$ cat src/rtl/adc_scan_ctrl.sv
// adc_scan_ctrl: periodic ADC channel scanner.
//
// Each period tick starts a scan over the channels enabled in ch_mask_i, in
// ascending order. For every channel the block drives the mux select, waits
// SETTLE_CYCLES, issues a one-cycle conversion request and waits up to
// TIMEOUT_CYCLES for the ADC result. Results go to a one-entry valid/ready
// output register tagged with the channel number.
//
// Ports:
//   sck, rst_n          clock, asynchronous active-low reset
//   en_i                scan enable (also gates the period timer)
//   period_i            scan start interval minus one
//   ch_mask_i           channel enable mask, sampled at scan start
//   clr_i               clear sticky flags
//   ch_sel_o            analog mux select
//   conv_req_o          one-cycle conversion request
//   adc_data_i/valid_i  ADC result and strobe (only honoured while waiting)
//   sample_o/ch_o       captured sample and its channel
//   sample_valid_o      sample available; sample_ready_i accepts it
//   busy_o              scan in progress
//   drop_o/miss_o/timeout_o  sticky error flags
module adc_scan_ctrl #(
  parameter int DATA_W         = 12,
  parameter int NUM_CH         = 4,
  parameter int CH_W           = 2,
  parameter int PERIOD_W       = 16,
  parameter int SETTLE_CYCLES  = 4,
  parameter int TIMEOUT_CYCLES = 64
) (
  input  logic                sck,
  input  logic                rst_n,
  input  logic                en_i,
  input  logic [PERIOD_W-1:0] period_i,
  input  logic [NUM_CH-1:0]   ch_mask_i,
  input  logic                clr_i,
  output logic [CH_W-1:0]     ch_sel_o,
  output logic                conv_req_o,
  input  logic [DATA_W-1:0]   adc_data_i,
  input  logic                adc_valid_i,
  output logic [DATA_W-1:0]   sample_o,
  output logic [CH_W-1:0]     sample_ch_o,
  output logic                sample_valid_o,
  input  logic                sample_ready_i,
  output logic                busy_o,
  output logic                drop_o,
  output logic                miss_o,
  output logic                timeout_o
);

  localparam int SET_W = (SETTLE_CYCLES > 1) ? $clog2(SETTLE_CYCLES) : 1;
  localparam int TO_W  = (TIMEOUT_CYCLES > 1) ? $clog2(TIMEOUT_CYCLES) : 1;

  typedef enum logic [1:0] {IDLE, SETTLE, REQ, WAIT} state_e;

  state_e              state_q, state_d;
  logic [PERIOD_W-1:0] count_q, count_d;
  logic [SET_W-1:0]    settle_q, settle_d;
  logic [TO_W-1:0]     tout_q, tout_d;
  logic [CH_W-1:0]     ch_q, ch_d;
  logic [NUM_CH-1:0]   rem_q, rem_d;
  logic [DATA_W-1:0]   sample_q, sample_d;
  logic [CH_W-1:0]     sample_ch_q, sample_ch_d;
  logic                valid_q, valid_d;
  logic                drop_q, drop_d;
  logic                miss_q, miss_d;
  logic                timeout_q, timeout_d;

  logic                tick;
  logic                capture;
  logic                tout_evt;
  logic                drop_evt;
  logic                xfer;
  logic [NUM_CH-1:0]   rem_clr;

  function automatic logic [CH_W-1:0] lowest_set(input logic [NUM_CH-1:0] m);
    logic found;
    lowest_set = '0;
    found      = 1'b0;
    for (int unsigned i = 0; i < NUM_CH; i++) begin
      if (m[i] && !found) begin
        lowest_set = CH_W'(i);
        found      = 1'b1;
      end
    end
  endfunction

  // Period timer: held at zero while disabled, so the first tick lands in
  // the first enabled cycle.
  always_comb begin
    tick = en_i && (count_q == '0);
    if (!en_i)     count_d = '0;
    else if (tick) count_d = period_i;
    else           count_d = count_q - PERIOD_W'(1);
  end

  // Remaining channels after the current one completes. Scanning is
  // ascending, so the lowest remaining bit is the next higher channel.
  always_comb begin
    rem_clr       = rem_q;
    rem_clr[ch_q] = 1'b0;
  end

  always_comb begin
    state_d  = state_q;
    settle_d = settle_q;
    tout_d   = tout_q;
    ch_d     = ch_q;
    rem_d    = rem_q;
    capture  = 1'b0;
    tout_evt = 1'b0;
    unique case (state_q)
      IDLE: begin
        if (tick && (ch_mask_i != '0)) begin
          rem_d    = ch_mask_i;
          ch_d     = lowest_set(ch_mask_i);
          settle_d = '0;
          state_d  = SETTLE;
        end
      end
      SETTLE: begin
        if (settle_q == SET_W'(SETTLE_CYCLES - 1)) state_d  = REQ;
        else                                       settle_d = settle_q + SET_W'(1);
      end
      REQ: begin
        tout_d  = '0;
        state_d = WAIT;
      end
      WAIT: begin
        if (adc_valid_i)                              capture  = 1'b1;
        else if (tout_q == TO_W'(TIMEOUT_CYCLES - 1)) tout_evt = 1'b1;
        else                                          tout_d   = tout_q + TO_W'(1);
        if (capture || tout_evt) begin
          rem_d = rem_clr;
          if (en_i && (rem_clr != '0)) begin
            ch_d     = lowest_set(rem_clr);
            settle_d = '0;
            state_d  = SETTLE;
          end else begin
            state_d = IDLE;
          end
        end
      end
      default: state_d = IDLE;
    endcase
  end

  // One-entry output slot; a capture may replace data leaving the same cycle.
  always_comb begin
    xfer        = valid_q && sample_ready_i;
    sample_d    = sample_q;
    sample_ch_d = sample_ch_q;
    valid_d     = valid_q && !xfer;
    drop_evt    = 1'b0;
    if (capture) begin
      if (!valid_q || xfer) begin
        sample_d    = adc_data_i;
        sample_ch_d = ch_q;
        valid_d     = 1'b1;
      end else begin
        drop_evt = 1'b1;
      end
    end
  end

  // Sticky flags: a set event in the clearing cycle takes priority.
  always_comb begin
    drop_d    = drop_q;
    miss_d    = miss_q;
    timeout_d = timeout_q;
    if (drop_evt)                       drop_d    = 1'b1;
    else if (clr_i)                     drop_d    = 1'b0;
    if (tick && (state_q != IDLE))      miss_d    = 1'b1;
    else if (clr_i)                     miss_d    = 1'b0;
    if (tout_evt)                       timeout_d = 1'b1;
    else if (clr_i)                     timeout_d = 1'b0;
  end

  always_ff @(posedge sck or negedge rst_n) begin
    if (!rst_n) begin
      state_q     <= IDLE;
      count_q     <= '0;
      settle_q    <= '0;
      tout_q      <= '0;
      ch_q        <= '0;
      rem_q       <= '0;
      sample_q    <= '0;
      sample_ch_q <= '0;
      valid_q     <= 1'b0;
      drop_q      <= 1'b0;
      miss_q      <= 1'b0;
      timeout_q   <= 1'b0;
    end else begin
      state_q     <= state_d;
      count_q     <= count_d;
      settle_q    <= settle_d;
      tout_q      <= tout_d;
      ch_q        <= ch_d;
      rem_q       <= rem_d;
      sample_q    <= sample_d;
      sample_ch_q <= sample_ch_d;
      valid_q     <= valid_d;
      drop_q      <= drop_d;
      miss_q      <= miss_d;
      timeout_q   <= timeout_d;
    end
  end

  assign ch_sel_o       = ch_q;
  assign conv_req_o     = (state_q == REQ);
  assign busy_o         = (state_q != IDLE);
  assign sample_o       = sample_q;
  assign sample_ch_o    = sample_ch_q;
  assign sample_valid_o = valid_q;
  assign drop_o         = drop_q;
  assign miss_o         = miss_q;
  assign timeout_o      = timeout_q;

endmodule
$ cat config.mk
export PLATFORM = sky130hd
export DESIGN_NAME = adc_scan_ctrl
export DESIGN_NICKNAME = d
export VERILOG_FILES = /design/src/rtl/adc_scan_ctrl.sv
export SDC_FILE = /design/constraint.sdc
export NUM_CORES = 1
export LEC_CHECK = 0
export ABC_AREA = 1
export CAP_MARGIN = 25
export CORE_ASPECT_RATIO = 0.75
export CORE_UTILIZATION = 26
export CTS_CLUSTER_DIAMETER = 200
export DETAILED_ROUTE_END_ITERATION = 7
export PLACE_DENSITY = 0.51
export REMOVE_ABC_BUFFERS = 1
export SYNTH_ARGS = -nofsm -noshare
export SYNTH_HDL_FRONTEND = slang
export SYNTH_SLANG_ARGS = --single-unit
$ cat constraint.sdc
create_clock -name sck -period 3.5 [get_ports sck]
set_clock_uncertainty 0.15 [all_clocks]
set_input_delay 1.05 -clock sck [delete_from_list [all_inputs] [get_ports sck]]
set_output_delay 1.05 -clock sck [all_outputs]
set_load 0.05 [all_outputs]
==> flow_summary.ini, run 1 <==
[run_status]
status = completed

[clock_tree]
cts_tree = yes
path_clk_slew_ns = 0.06
post_cts_buffers = 0
cts_inserted_buffers = 5
cts.sinks = 50
hold_buffers = 0
insertion_delay_ns = 0.29
cts-root-buf = clkbuf_16
cts.path.max_buffers = 2
cts_resized = 0
htreeDepth = 2

[power]
pwr-share-clk = 0.162
intPower_mw = 1.67
switching_share = 0.460
p_sw_mw = 1.43
p_per_area_nw_per_um2 = 856
seqPwrFrac = 0.297
peakVddDrop_mv = 0.237
p_total_mw = 3.10
p_comb_frac = 0.542
p_leak_nw = 1.65

[setup_path]
cp-end-kind = output port
worst_r2r_path_depth = 10
cp-start-kind = register
critPathMaxFanout = 5
cp.arrival_ns = 1.97
cp.required_ns = 2.30
critPathKind = reg2out

[drt]
via_per_inst = 4.38
vias = 2275
drt_iter0_drc = 146
drtPass1Iterations = 4
detail-route-antenna-nets = 0
route.detailed.drc = 0
wire_per_inst_um = 12.5
wl_mm = 6.48

[floorplan]
dieArea_um2 = 10900
start_util = 0.275
num_rows = 31
die_y_um = 90.7
die_w_um = 120
ios = 60
core_um2 = 9930

[global_routing]
grt_max_degree = 31
gr-max-usage-layer = met2
grt_overflow = 0
met1_usage = 0.175
track_usage = 0.129
met3_usage = 0.0410
antenna_found_initial = 0
grt_use_met2 = 0.196
grt_pass1_vias = 2323
grt_pass1_wl_mm = 11.1

[synthesis]
yosys_warnings = 0
synth_cell_types = 38
synth_top_area_frac = 0.458
yosys.area.top_type = dfrtp_1
yosysSeqAreaShare = 0.458
synth_area_leaders = dfrtp_1, nand2_1, o21ai_0
syn_avg_cell_area_um2 = 8.48
synth_edf_count = 0
ys_async_sr_fraction = 1.00
postSynthCellCount = 322
yosys_register_bits = 50
synthesis.area_um2 = 2730
synthFlopType = dfrtp_1

[place]
dp_slack_ns = 0.625
dp_cells = 511
io_buffers = 59
dp_hpwl_mm = 4.96
gp_congestion = 0.816

[sta]
worstMarginPinSlew_ns = 0.537
hold_viol_final = 0
fin_setup_tns_ns = 0
fin_crit_ns = 3.17
final_max_slew_viol_count = 0
setup_ws_ns = 0.327
max_clock_freq_ghz = 0.315
fin_crit_sh = 0.907
report.final.setup_viol = 0
slew_headroom = 0.641
grt_setup_unrepaired = false

[job]
cap_violations = 0

[finish]
final_common_cell = nand2_1
drive_gt1_frac = 0.119
area_growth_pct = 32.6
mostFrequentLayoutCells = nand2_1, clkdlybuf4s50_1, dfrtp_1
antenna_cells = 0
nNetsFinal = 432
fin_cells = 519

[min_path]
hold-path-cell-count = 1
hold_path.class = reg2reg
## cells by family after synthesis
kind of cell    synth area share
xor+xnor                  0.0257
buf+inv                   0.0697
fa+ha+maj                 0.0367
simple gates               0.232
flops                      0.458
compound gates             0.128
mux                       0.0495
## synth_stat cells (all sizes together) (4+ instances only)
cell type	count
a21oi	14
mux2	12
nor2	41
dfrtp	50
o21ai	34
ha	8
xor2	6
buf	5
a31oi	4
o21bai	4
nand2	70
inv	35
nand3	15
## path summary, 6_finish.rpt
path / start / end / slack (ns)
setup / recovery: state_q[0]$_DFFE_PN0P_ / busy_o / 0.33
hold / removal: count_q[0]$_DFF_PN0_ / count_q[0]$_DFF_PN0_ / 0.30
setup reg to reg: state_q[0]$_DFFE_PN0P_ / tout_q[3]$_DFFE_PN0P_ / 1.44
hold reg to reg: count_q[0]$_DFF_PN0_ / count_q[0]$_DFF_PN0_ / 0.30
max in group asynchronous: rst_n / sample_valid_o$_DFF_PN0_ / 2.03
min in group asynchronous: rst_n / count_q[15]$_DFF_PN0_ / 0.56
## routing by layer
metal	wire, µm	part of all wire	vias to the layer above
met5	0	0	-
met1	3280	0.51	1032
met3	384	0.059	5
met2	2760	0.43	50
li1	-	-	1188
met4	50	0.0077	0
## power groups by stage
stage / combinational, mW / clock (mW) / sequential [mW]
floorplan: 0.870 / 0 / 1.25
global placement: 1.68 / 0 / 0.925
detailed placement: 1.70 / 0 / 0.929
CTS: 1.70 / 0.523 / 0.921
global route: 1.86 / 0.548 / 0.951
finish: 1.68 / 0.501 / 0.919
## critical path, stage by stage (launching register included)
cell	delay [ns]
dfrtp_1	0.41
inv_1	0.08
ha_1	0.26
inv_1	0.12
clkdlybuf4s50_1	0.82
## state kept, by name, summed over array words and instances, names as in the netlist, 2 cells and up
| register | cells |
|---|---|
| settle_q | 2 |
| sample_o | 12 |
| sample_ch_o | 2 |
| ch_sel_o | 2 |
| tout_q | 6 |
| state_q | 2 |
| count_q | 16 |
| rem_q | 4 |
## cell type report
cell class	instances	area (µm²)
Clock buffer	6	139
Tap cell	132	165
Sequential cell	50	1250
Timing Repair Buffer	63	616
Clock inverter	2	17.5
Multi-Input combinational cell	230	1290
Inverter	36	143
Fill cell	1074	6310
## stage by stage
| stage | utilization | instance area (µm²) | hold slack, ns |
|---|---|---|---|
| final | 0.365 | 3620 | 0.301 |
| after detailed placement | 0.349 | 3460 | 0.288 |
| after CTS | 0.365 | 3620 | 0.297 |
| after global routing | 0.365 | 3620 | 0.318 |
| after floorplan | - | 2680 | 0.266 |
| after global placement | 0.349 | 3460 | 0.284 |
(Power assumes the default switching activity.)
==> run 2: changes to the inputs <==
- SLEW_MARGIN: default -> 15
==> results of run 2 <==
The final DEF is identical to that of run 1; final timing and power are the same.
==> run 3: changes to the inputs <==
- SLEW_MARGIN: 15 -> default
==> results of run 3 <==
The final DEF is identical to that of run 1; final timing and power are the same.
